## config.mk

```make
export PLATFORM = sky130hd
export DESIGN_NAME = inta_sequencer
export DESIGN_NICKNAME = d
export VERILOG_FILES = /design/src/rtl/pic_pkg.sv /design/src/rtl/inta_edge_detect.sv /design/src/rtl/inta_sequencer.sv
export SDC_FILE = /design/constraint.sdc
export NUM_CORES = 1
export LEC_CHECK = 0
export CORE_MARGIN = 2
export CORE_UTILIZATION = 41
export DETAILED_ROUTE_END_ITERATION = 12
export HOLD_SLACK_MARGIN = 0.08
export PLACE_DENSITY = 0.95
export SLEW_MARGIN = 40
export SYNTH_ARGS = -nofsm -noshare
export SYNTH_HDL_FRONTEND = slang
export SYNTH_SLANG_ARGS = --single-unit
```

## constraint.sdc

```tcl
create_clock -name clk -period 4.25 [get_ports clk]
set_clock_uncertainty 0.05 [all_clocks]
set_input_delay 0.85 -clock clk [delete_from_list [all_inputs] [get_ports clk]]
set_output_delay 0.85 -clock clk [all_outputs]
set_load 0.02 [all_outputs]
```

## src/rtl/pic_pkg.sv

```systemverilog
// Shared types and constants for the PIC interrupt-acknowledge logic.
// Holds the sequencer state encoding, CALL opcode and spurious level.
package pic_pkg;

  typedef enum logic [2:0] {
    S_IDLE,
    S_PEND,
    S_P1,
    S_P2,
    S_P3
  } state_t;

  localparam logic [7:0] CALL_OP     = 8'hCD;
  localparam logic [2:0] SPURIOUS_ID = 3'd7;

endpackage

```

## src/rtl/inta_edge_detect.sv

```systemverilog
// Registers the synchronized INTA strobe and flags its edges.
// INTA idles high, so the register resets to 1.
module inta_edge_detect (
  input  logic clk,
  input  logic reset_n,
  input  logic INTA,
  output logic INTA_q,
  output logic fall,
  output logic rise
);

  always_ff @(posedge clk or negedge reset_n) begin
    if (!reset_n) INTA_q <= 1'b1;
    else          INTA_q <= INTA;
  end

  assign fall = INTA_q & ~INTA;
  assign rise = ~INTA_q & INTA;

endmodule

```

## src/rtl/inta_sequencer.sv

```systemverilog
// Interrupt-acknowledge sequencer: raises INT, counts INTA pulses,
// drives vector/CALL bytes and pulses ISR set / auto-EOI.
module inta_sequencer
  import pic_pkg::*;
(
  input  logic       clk,
  input  logic       reset_n,
  input  logic       INTA,
  input  logic       int_request,
  input  logic [2:0] priority_id,
  input  logic       init_clear,
  input  logic       mode_8086,
  input  logic       auto_eoi,
  input  logic       adi,
  input  logic [4:0] vector_base,
  input  logic [2:0] addr_low,
  input  logic [7:0] addr_high,
  output logic       INT,
  output logic       freeze,
  output logic       isr_set,
  output logic [2:0] isr_id,
  output logic       eoi_auto,
  output logic [7:0] data_out,
  output logic       data_out_en
);

  state_t     state, state_nxt;
  logic       INTA_q, fall, rise;
  logic       mode_q, mode_nxt;
  logic       spur_q, spur_nxt;
  logic [2:0] id_nxt;
  logic       set_nxt, eoi_nxt;

  inta_edge_detect u_edge (
    .clk     (clk),
    .reset_n (reset_n),
    .INTA    (INTA),
    .INTA_q  (INTA_q),
    .fall    (fall),
    .rise    (rise)
  );

  always_ff @(posedge clk or negedge reset_n) begin
    if (!reset_n) begin
      state    <= S_IDLE;
      mode_q   <= 1'b0;
      spur_q   <= 1'b0;
      isr_id   <= 3'd0;
      isr_set  <= 1'b0;
      eoi_auto <= 1'b0;
    end else begin
      state    <= state_nxt;
      mode_q   <= mode_nxt;
      spur_q   <= spur_nxt;
      isr_id   <= id_nxt;
      isr_set  <= set_nxt;
      eoi_auto <= eoi_nxt;
    end
  end

  always_comb begin
    state_nxt = state;
    mode_nxt  = mode_q;
    spur_nxt  = spur_q;
    id_nxt    = isr_id;
    set_nxt   = 1'b0;
    eoi_nxt   = 1'b0;
    if (init_clear) begin
      state_nxt = S_IDLE;
    end else begin
      unique case (state)
        S_IDLE: begin
          if (int_request) state_nxt = S_PEND;
        end
        S_PEND: begin
          if (fall) begin
            state_nxt = S_P1;
            mode_nxt  = mode_8086;
            spur_nxt  = ~int_request;
            set_nxt   = int_request;
            id_nxt    = int_request ? priority_id : SPURIOUS_ID;
          end
        end
        S_P1: begin
          if (fall) state_nxt = S_P2;
        end
        S_P2: begin
          if (mode_q) begin
            if (rise) begin
              state_nxt = S_IDLE;
              eoi_nxt   = auto_eoi & ~spur_q;
            end
          end else if (fall) begin
            state_nxt = S_P3;
          end
        end
        S_P3: begin
          if (rise) begin
            state_nxt = S_IDLE;
            eoi_nxt   = auto_eoi & ~spur_q;
          end
        end
        default: state_nxt = S_IDLE;
      endcase
    end
  end

  assign INT    = (state == S_PEND);
  assign freeze = (state == S_P1) | (state == S_P2) | (state == S_P3);

  always_comb begin
    data_out    = 8'h00;
    data_out_en = 1'b0;
    if (mode_q) begin
      if (state == S_P2) begin
        data_out    = {vector_base, isr_id};
        data_out_en = ~INTA;
      end
    end else begin
      unique case (state)
        S_P1: data_out = CALL_OP;
        S_P2: data_out = adi ? {addr_low, isr_id, 2'b00}
                             : {addr_low[2:1], isr_id, 3'b000};
        S_P3: data_out = addr_high;
        default: data_out = 8'h00;
      endcase
      data_out_en = ~INTA & freeze;
    end
  end

endmodule

```

# --- Yosys cells after proc, flatten, opt, wreduce, memory -nomap -nowiden ---
# Cells that the tools add are included.
# W data, S select, Z words.
word_totals:
  input_bits: 27
  ff_bits: 11
classes:
  n_eq_ne: 8
  bitwise_logic: 11
  n_reduce_logical: 3
  muxes: 22
op_table:
  columns: ["cell", "n"]
  rows:
  - ["$mux W3", 8]
  - ["$pmux W8 S3", 1]
  - ["$mux W8", 2]
  - ["$pmux W3 S5", 1]
  - ["$mux W1", 8]
  - ["$eq A3 B2 Y1 const B", 2]
  - ["$mux W6", 1]
  - ["$ne A3 B3 Y1 const B", 2]
  - ["$not A1 Y1", 5]
  - ["$and A1 B1 Y1", 4]
  - ["$ne A4 B4 Y1 const B", 1]
  - ["$reduce_and A4 Y1", 1]
  - ["$eq A3 B1 Y1 const B", 1]
  - ["$eq A3 B3 Y1 const B", 1]
  - ["$logic_not A3 Y1", 1]
  - ["$ne A3 B2 Y1 const B", 1]
  - ["$reduce_and A3 Y1", 1]
  - ["$or A1 B1 Y1", 2]
  - ["$pmux W1 S2", 1]

# --- Longest topological paths before layout ---
# Gate-level depths: netlist of run 1.
logic_depth:
  word_depth: 6
  depth_mapped: 6

# --- Hierarchy ---
# Synthesis of run 1 repeated with hierarchy kept, for this count alone.
hier_totals:
  cells_unflattened: 88
  area_unflattened_um2: 900.9
modules_own_cells:
  columns: ["module", "seq_area_each_um2", "area_per_inst_um2", "instances", "cells_per_inst"]
  rows:
  - ["inta_sequencer", 250.2, 859.6, 1, 85]
  - ["inta_edge_detect", 26.3, 41.3, 1, 3]

# --- Worst setup path before layout of run 1 ---
# OpenSTA, ideal clock, no wires.
synth_timing:
  kind: "input -> output"
  start: "input port adi"
  end: "output port data_out[4]"
  path_stages: 3
  path_buffers: 0
  path_slack_ps: 1790
  t_arrival_ps: 1560
  path_cell_list: "mux2i_1 -> a2bb2oi_1 -> o21ai_0"
synth_between:
  elab_chain_cells: 3
synth_lines:
  columns: ["element", "line_no", "source"]
  rows:
  - ["start, declared", "inta_sequencer.sv:14", "input logic adi,"]
  - ["$mux W6", "inta_sequencer.sv:122", "S_P2: data_out = adi ? {addr_low, isr_id, 2'b00}"]
  - ["$pmux W8 S3", "inta_sequencer.sv:120", "unique case (state)"]
  - ["$mux W8", "inta_sequencer.sv:114", "if (mode_q) begin"]
  - ["end, declared", "inta_sequencer.sv:23", "output logic [7:0] data_out,"]
# Every way passes these cells.

# --- Final worst setup path of run 1 ---
layout_timing:
  start: "input port adi"
  end: "output port data_out[5]"
# The elaborated chain is that of the path after synthesis.

==> summary.txt, run 1 <==
Fin crit share - 0.797
Worst-path cell chain - clkdlybuf4s50_1 > mux2i_1 > a2bb2oi_1 > o21ai_0 > clkdlybuf4s50_1
PostCTS Resize Cnt - 0
Cell variety after synth - 28
Comb pwr share - 0.403
Hold Crit Class - register to register
Drt first-iter violations - 18
Post-synthesis sequential area ratio - 0.354
GRT Resource Usage Total - 0.206
Status - finished, final reports clean
Starting density of the core - 0.443
Die width - 47.7 um
Final nets - 166
Max Cap Viol - 0
Total Neg Setup Slack - 0 ns
Via-per-instance ratio - 5.31
Clock latency on the worst-skew pair - 0.26 ns
Max VDD drop - 205 uV
Synth warn - 0
CTS tree - yes
Fmax - 295 MHz
Max H-tree Level - 1
Synthesized flop and latch total - 11
Cell area after synthesis - 782 sq um
Final Util - 0.703
CP Data Arrival Time - 2.49 ns
Vias in the first global route - 794
Hold Fails Final Rpt - 0
Worst R2R Setup Slack - 2.67 ns
Sw frac - 0.386
Clock share of power - 0.165
Clock root cell - clkbuf_4
Area grow syn2layout - 58.6%
Most frequent cell on the critical path - clkdlybuf4s50_1
Syn Area/Cell - 8.15 sq um
Initial DRT Pass Iterations - 4
Die Y - 47.7 um
NetSw - 0.000162 W
DIE AREA - 2270 sq um
Number of routed nets with antenna violations - 0
CP max stage delay - 0.57 ns
Int Pwr - 0.000257 W
Share of post-route cells with drive strength above 1 - 0.0725
Post-CTS Hold Buffers - 0
DR vias - 865
Rows - 15
Max-slew violations - 0
Setup bufs post-CTS - 0
Num CTS Buffers - 3
Syn Nets - 123
Cell Pwr Density - 338 nW/um^2
Part of the power in registers - 0.433
Total core area - 1760 sq um
RSZ-0062 raised after global routing - false
# setup viols final - 0
Global-route wire length before repair - 3290 um
Tmin final - 3.39 ns
Design Area, Final - 1240 sq um
Clk buf depth - 2
Crit start category - input port
Worst Path Required - 3.35 ns
Gr ovfl total - 0
Worst-path fanout max - 4
Worst slew pin tran - 0.565 ns
Initial antenna violation count - 0
Worst path slowest cell - clkdlybuf4s50_1
Final HPWL DP - 1710 um
I/O Pins - 43
Min Hold Slack - 0.433 ns
Clock sink count - 11
Crit. End Element - primary output
Worst slew margin - 0.623
Final WL - 2180 um
Power Total - 0.000419 W
DRC Markers - 0
Mapped Cells - 96
Area post-placement - 1210 sq um
Placer Congestion - 0.808
Diode count - 0
I/O Buffers - 42
Clk slew on worst S/H paths - 0.06 ns
Crit path kind - input port to primary output
WL/cell - 13.4 um
Static Leakage - 0.529 nW
Largest net degree at the start of global routing - 18
==> metal layers <==
| layer | GRT usage | part of all wire | up-vias |
|---|---|---|---|
| li1 | - | - | 423 |
| met1 | 0.254 | 0.41 | 396 |
| met2 | 0.359 | 0.50 | 42 |
| met3 | 0.0151 | 0.079 | 4 |
| met4 | 0.108 | 0.012 | 0 |
| met5 | 0 | 0 | - |
==> cell type report <==
cell class | count | area, sq um
clock buffer | 4 | 26.3
fill | 159 | 524
inverter | 5 | 18.8
multi-input combinational | 75 | 459
sequential | 11 | 277
tap | 25 | 31.3
timing repair buffer | 43 | 428
==> Yosys cell counts (all sizes together) <==
| library cell | number | area (sq um) |
|---|---|---|
| nand2 | 15 | 56.3 |
| o21ai | 12 | 60.1 |
| nor2 | 11 | 43.8 |
| dfrtp | 10 | 250 |
| a21oi | 9 | 45.0 |
| buf | 5 | 27.5 |
| inv | 5 | 18.8 |
| mux2i | 4 | 40.0 |
| nand2b | 4 | 25.0 |
| nor2b | 3 | 18.8 |
| a2bb2oi | 2 | 17.5 |
| and2b | 2 | 15.0 |
| a2111oi | 1 | 15.0 |
| a22o | 1 | 8.76 |
| a311oi | 1 | 8.76 |
| a31oi | 1 | 6.26 |
| a32o | 1 | 10.0 |
| a32oi | 1 | 8.76 |
| dfstp | 1 | 26.3 |
| mux2 | 1 | 11.3 |
| nand3 | 1 | 5.00 |
| nand4b | 1 | 23.8 |
| nor3b | 1 | 12.5 |
| o2111a | 1 | 11.3 |
| o311ai | 1 | 8.76 |
| o31ai | 1 | 7.51 |
==> metrics by stage <==
stage | setup slack, ns | std cells
5_1_grt | 0.724 | 163
3_5_place_dp | 0.883 | 159
3_3_place_gp | 0.930 | 159
2_1_floorplan | 1.79 | 96
6_report | 0.861 | 163
4_1_cts | 0.871 | 163
==> layout by cell type (no fill, tap or decap), drive strengths merged, types with 2 or more instances in the layout <==
cell,instances
a21oi,9
nor2,11
inv,5
and2b,2
o21ai,12
a2bb2oi,2
nand2b,4
clkbuf,4
nor2b,3
dfrtp,10
nand2,15
mux2i,4
clkdlybuf4s50,42
==> worst max-delay path: cells and delay by family <==
kind	cells	cell delay, ns
buf+inv	2	1.12
compound gates	2	0.29
mux	1	0.23
==> sequential cells by signal, indices dropped and copies added, names as in the netlist <==
register and count:
spur_q 1, eoi_auto 1, isr_set 1, u_edge.INTA_q 1, state 3, mode_q 1, isr_id 3
==> power by group through the flow <==
stage               registers, W  clock network (W)  logic (W)
global placement        0.000179                  0   0.000163
finish                  0.000181          0.0000690   0.000169
global route            0.000185          0.0000756   0.000182
floorplan               0.000170                  0  0.0000920
CTS                     0.000179          0.0000720   0.000169
detailed placement      0.000181                  0   0.000168
==> final timing paths <==
check | cells past startpoint | to | from
min in group asynchronous | 1 | mode_q | reset_n
hold / removal | 2 | spur_q | spur_q
setup / recovery | 5 | data_out[5] | adi
hold reg to reg | 2 | spur_q | spur_q
max in group asynchronous | 1 | u_edge.INTA_q | reset_n
setup reg to reg | 3 | eoi_auto | state[0]
==> logic make-up after synthesis <==
| group | synth area share |
|---|---|
| compound gates | 0.266 |
| simple gates | 0.256 |
| flops | 0.354 |
| mux | 0.0656 |
| buf+inv | 0.0592 |
Note: power is estimated with default switching activity, not from simulation.
==> inputs of run 2 (changes only) <==
--- a/config.mk
+++ b/config.mk
@@ -6,10 +6,10 @@
 export NUM_CORES = 1
 export LEC_CHECK = 0
 export CORE_MARGIN = 2
-export CORE_UTILIZATION = 41
+export CORE_UTILIZATION = 38
 export DETAILED_ROUTE_END_ITERATION = 12
 export HOLD_SLACK_MARGIN = 0.08
-export PLACE_DENSITY = 0.95
+export PLACE_DENSITY = 0.9
 export SLEW_MARGIN = 40
 export SYNTH_ARGS = -nofsm -noshare
 export SYNTH_HDL_FRONTEND = slang
==> constraint.sdc (replaced) <==
create_clock -name clk -period 3.49 [get_ports clk]
set_clock_uncertainty 0.05 [all_clocks]
set_input_delay 0.698 -clock clk [delete_from_list [all_inputs] [get_ports clk]]
set_output_delay 0.698 -clock clk [all_outputs]
set_load 0.02 [all_outputs]
==> run 2 against run 1 <==
Net effect: worst setup slack got worse by 0.55 ns; register-to-register slack got worse by 0.80 ns; non-clock buffer count stayed put; critical path type is now register to primary output; hold slack improved by 0.030 ns; final area is 0.20% higher.
==> summary.txt, run 2 (same netlist as run 1, synthesis figures left out) <==
Status - finished, final reports clean
WL/cell - 13.4 um
DRC Markers - 0
DR vias - 865
Drt first-iter violations - 20
I/O Buffers - 42
Static Leakage - 0.529 nW
Max Cap Viol - 0
Hold Fails Final Rpt - 0
Largest net degree at the start of global routing - 18
Total Neg Setup Slack - 0 ns
Diode count - 0
Worst R2R Setup Slack - 1.87 ns
Clock latency on the worst-skew pair - 0.26 ns
Worst path slowest cell - clkdlybuf4s50_1
Setup bufs post-CTS - 0
Initial DRT Pass Iterations - 4
Clk buf depth - 2
Most frequent cell on the critical path - o21ai_0
Die Y - 49.4 um
Placer Congestion - 0.801
Most frequent cells in the layout - 42 x clkdlybuf4s50_1, 15 x nand2_1, 12 x o21ai_0
DIE AREA - 2440 sq um
Clock root cell - clkbuf_4
Clk slew on worst S/H paths - 0.07 ns
Crit path kind - register to primary output
Area post-placement - 1220 sq um
Number of routed nets with antenna violations - 0
GRT Resource Usage Total - 0.188
Fin crit share - 0.911
Vias in the first global route - 828
Area grow syn2layout - 58.9%
Max H-tree Level - 1
Cell Pwr Density - 410 nW/um^2
Worst Path Required - 2.74 ns
CP max stage delay - 0.63 ns
Min Hold Slack - 0.464 ns
Gr ovfl total - 0
Die width - 49.4 um
Global-route wire length before repair - 3710 um
Largest registers - isr_id: 3 flops, state: 3 flops
Num CTS Buffers - 3
Rows - 16
Final nets - 166
Tmin final - 3.18 ns
Worst slew pin tran - 0.584 ns
Crit. End Element - primary output
Worst-path fanout max - 17
# setup viols final - 0
Design Area, Final - 1240 sq um
I/O Pins - 43
Worst-path cell chain - nor3b_2 > o21ai_0 > o21ai_0 > clkdlybuf4s50_1
Crit start category - register
Final WL - 2210 um
Starting density of the core - 0.403
Share of post-route cells with drive strength above 1 - 0.0725
Via-per-instance ratio - 5.24
PostCTS Resize Cnt - 0
RSZ-0062 raised after global routing - false
Final HPWL DP - 1760 um
Initial antenna violation count - 0
Total core area - 1940 sq um
CP Data Arrival Time - 2.43 ns
Worst slew margin - 0.611
CTS tree - yes
Hold Crit Class - register to register
Fmax - 314 MHz
Commonest non-fill, non-tap cell in the layout - clkdlybuf4s50_1
Max-slew violations - 0
Clock sink count - 11
Post-CTS Hold Buffers - 0
Max VDD drop - 275 uV
-- run 2: cell counts in the layout (fill, tap and decap cells not counted) --
Identical to the previous run, type by type.
-- run 2: power breakdown --
group,switching (W),total (W),internal [W]
Sequential,0.0000601,0.000220,0.000160
Combinational,0.0000939,0.000203,0.000109
Clock,0.0000428,0.0000870,0.0000442
-- run 2: critical path: cells and delay by family, from the launching register on --
kind | cells | cell delay [ns]
simple gates | 1 | 0.49
compound gates | 2 | 0.45
flops | 1 | 0.60
buf+inv | 1 | 0.63
-- run 2: worst paths after layout --
check,from,end,depth (start not counted)
worst min-delay path,spur_q,spur_q,2
worst min register to register,spur_q,spur_q,2
worst max-delay path,state[0],data_out[5],4
min in group asynchronous,reset_n,isr_set,1
worst max register to register,state[0],eoi_auto,3
max in group asynchronous,reset_n,u_edge.INTA_q,1
-- run 2: layout make-up --
| cell class | count | area, sq um |
|---|---|---|
| clock buffers | 4 | 26.3 |
| flip-flops and latches | 11 | 277 |
| multi-input cells | 75 | 459 |
| fillers | 169 | 699 |
| inverters | 5 | 18.8 |
| well taps | 27 | 33.8 |
| repair buffers | 43 | 428 |
-- run 2: metrics by stage --
| stage | worst slack [ns] | power, W | instances | util |
|---|---|---|---|---|
| 6_report | 0.310 | 0.000510 | 165 | 0.640 |
| 5_1_grt | 0.0511 | 0.000541 | 165 | 0.640 |
| 4_1_cts | 0.307 | 0.000511 | 165 | 0.640 |
| 3_5_place_dp | 0.393 | 0.000426 | 161 | 0.626 |
| 3_3_place_gp | 0.457 | 0.000417 | 161 | 0.626 |
| 2_1_floorplan | 1.31 | 0.000319 | 96 | - |
-- run 2: layer usage --
metal | routed length, um | GRT usage
met5 | 0 | 0
met4 | 14 | 0.0429
met2 | 1110 | 0.342
met3 | 162 | 0.0399
met1 | 916 | 0.224
==> inputs of run 3 (changes only) <==
==> constraint.sdc (replaced) <==
create_clock -name clk -period 3 [get_ports clk]
set_clock_uncertainty 0.05 [all_clocks]
set_input_delay 0.6 -clock clk [delete_from_list [all_inputs] [get_ports clk]]
set_output_delay 0.6 -clock clk [all_outputs]
set_load 0.02 [all_outputs]
==> run 3 against run 2 <==
Net effect: register-to-register slack got worse by 0.32 ns; cell count up 0.61%; count of clock-buffer cells in the layout did not move; final area rose by 0.91%; flip-flop and latch count unchanged; global-route usage rose by 0.66 points; first-iteration DRC count fell by 35%; sequential share of layout area fell by 0.10 points; die area unchanged; largest power group unchanged; highest routed layer unchanged.
==> summary.txt, run 3 (same netlist as run 1, synthesis figures left out) <==
Clock latency on the worst-skew pair - 0.26 ns
Hold Fails Final Rpt - 0
Worst slew pin tran - 0.492 ns
Die Y - 49.4 um
Via-per-instance ratio - 5.20
DRC Markers - 0
Area grow syn2layout - 60.3%
Clock sink count - 11
Hold Crit Class - register to register
Rows - 16
Crit. End Element - primary output
Largest net degree at the start of global routing - 13
Final WL - 2270 um
CP max stage delay - 0.58 ns
Starting density of the core - 0.403
Placed cell count - 162
Fin crit share - 0.960
Multi-input logic area - 462 sq um
Fill cell count - 172
Worst Path Required - 2.35 ns
Crit path kind - input port to primary output
Max H-tree Level - 1
Drt first-iter violations - 13
Largest registers - isr_id: 3 flops, state: 3 flops
Max Cap Viol - 0
Worst R2R Setup Slack - 1.55 ns
Gr ovfl total - 0
Sequential cell area - 278 sq um
Worst slew margin - 0.671
Final HPWL DP - 1870 um
I/O Buffers - 42
WL/cell - 13.7 um
Worst-path fanout max - 4
Max-slew violations - 0
CTS tree - yes
Clock root cell - clkbuf_4
Status - finished, final reports clean
Clk slew on worst S/H paths - 0.07 ns
Crit start category - input port
CP Data Arrival Time - 2.23 ns
GRT Resource Usage Total - 0.195
Clk buf depth - 2
Cell Pwr Density - 477 nW/um^2
Final cell count without fillers - 166
# setup viols final - 0
Most frequent cell on the critical path - clkdlybuf4s50_1
Global-route wire length before repair - 3750 um
Number of routed nets with antenna violations - 0
Die width - 49.4 um
Setup bufs post-CTS - 0
Most frequent cells in the layout - 42 x clkdlybuf4s50_1, 15 x nand2_1, 12 x o21ai_0
Worst-path cell chain - clkdlybuf4s50_1 > mux2i_1 > a2bb2oi_1 > o21ai_0 > clkdlybuf4s50_1
Num CTS Buffers - 3
Fmax - 347 MHz
Worst path bufs/invs - 2
Max VDD drop - 322 uV
Total core area - 1940 sq um
Commonest non-fill, non-tap cell in the layout - clkdlybuf4s50_1
Share of post-route cells with drive strength above 1 - 0.0935
Initial DRT Pass Iterations - 4
Static Leakage - 0.532 nW
Vias in the first global route - 848
Diode count - 0
Initial antenna violation count - 0
Total Neg Setup Slack - 0 ns
I/O Pins - 43
Placer Congestion - 0.810
Tmin final - 2.88 ns
DR vias - 863
Worst path slowest cell - clkdlybuf4s50_1
Crit path max-delay family - buffers and inverters
RSZ-0062 raised after global routing - false
Final nets - 167
DIE AREA - 2440 sq um
## run 3: cell types whose count changed in the layout (fill, tap and decap cells not counted)
cell and delta:
buf_4 +1, dfrtp_2 +1, dfrtp_1 -1, nor2b_2 +1, nor2b_1 -1
## run 3: metal layers
layer	routed length, um	vias up	global-route usage	part of all wire
met3	157	2	0.0368	0.069
met1	893	402	0.222	0.39
met2	1210	36	0.376	0.53
met4	8	0	0.0286	0.0035
met5	0	-	0	0
li1	-	423	-	-
## run 3: what timing repair did
| action | in CTS | in global routing |
|---|---|---|
| setup endpoints to repair | 1 | 2 |
| resized for setup | 1 | 1 |
| hold buffers | 0 | 0 |
## run 3: tightest hold or removal path: stages, from the launching register on
cell and delay [ns]:
dfrtp_1 0.36, nand2_1 0.05, o21ai_0 0.08
## run 3: metrics by stage
| step | utilization | hold slack (ns) | setup WS (ns) | total power (W) | area [sq um] |
|---|---|---|---|---|---|
| after floorplan | - | 0.254 | 0.917 | 0.000371 | 782 |
| after global placement | 0.630 | 0.421 | 0.179 | 0.000489 | 1220 |
| after detailed placement | 0.630 | 0.472 | 0.118 | 0.000505 | 1220 |
| after CTS | 0.645 | 0.488 | 0.0970 | 0.000600 | 1250 |
| after global routing | 0.646 | 0.510 | 0.0244 | 0.000637 | 1250 |
| final | 0.646 | 0.481 | 0.121 | 0.000599 | 1250 |
## run 3: where the power goes
part           leakage [nW]  internal, W  switching (W)   total, W
Combinational         0.378     0.000130       0.000118   0.000248
Sequential            0.139     0.000186      0.0000656   0.000252
Clock                0.0150    0.0000514      0.0000470  0.0000984
Total                 0.532     0.000368       0.000230   0.000599
## run 3: worst paths after layout
path | startpoint | end | depth (start not counted)
setup / recovery | adi | data_out[4] | 5
hold / removal | spur_q | spur_q | 2
setup reg to reg | state[0] | state[0] | 4
hold reg to reg | spur_q | spur_q | 2
max in group asynchronous | reset_n | state[1] | 1
min in group asynchronous | reset_n | eoi_auto | 1
## run 3: area by class of cell
class                      instances  area share
inverter                           5      0.0150
sequential                        11       0.222
tap                               27      0.0269
clock buffer                       4      0.0210
timing repair buffer              44       0.347
multi-input combinational         75       0.368
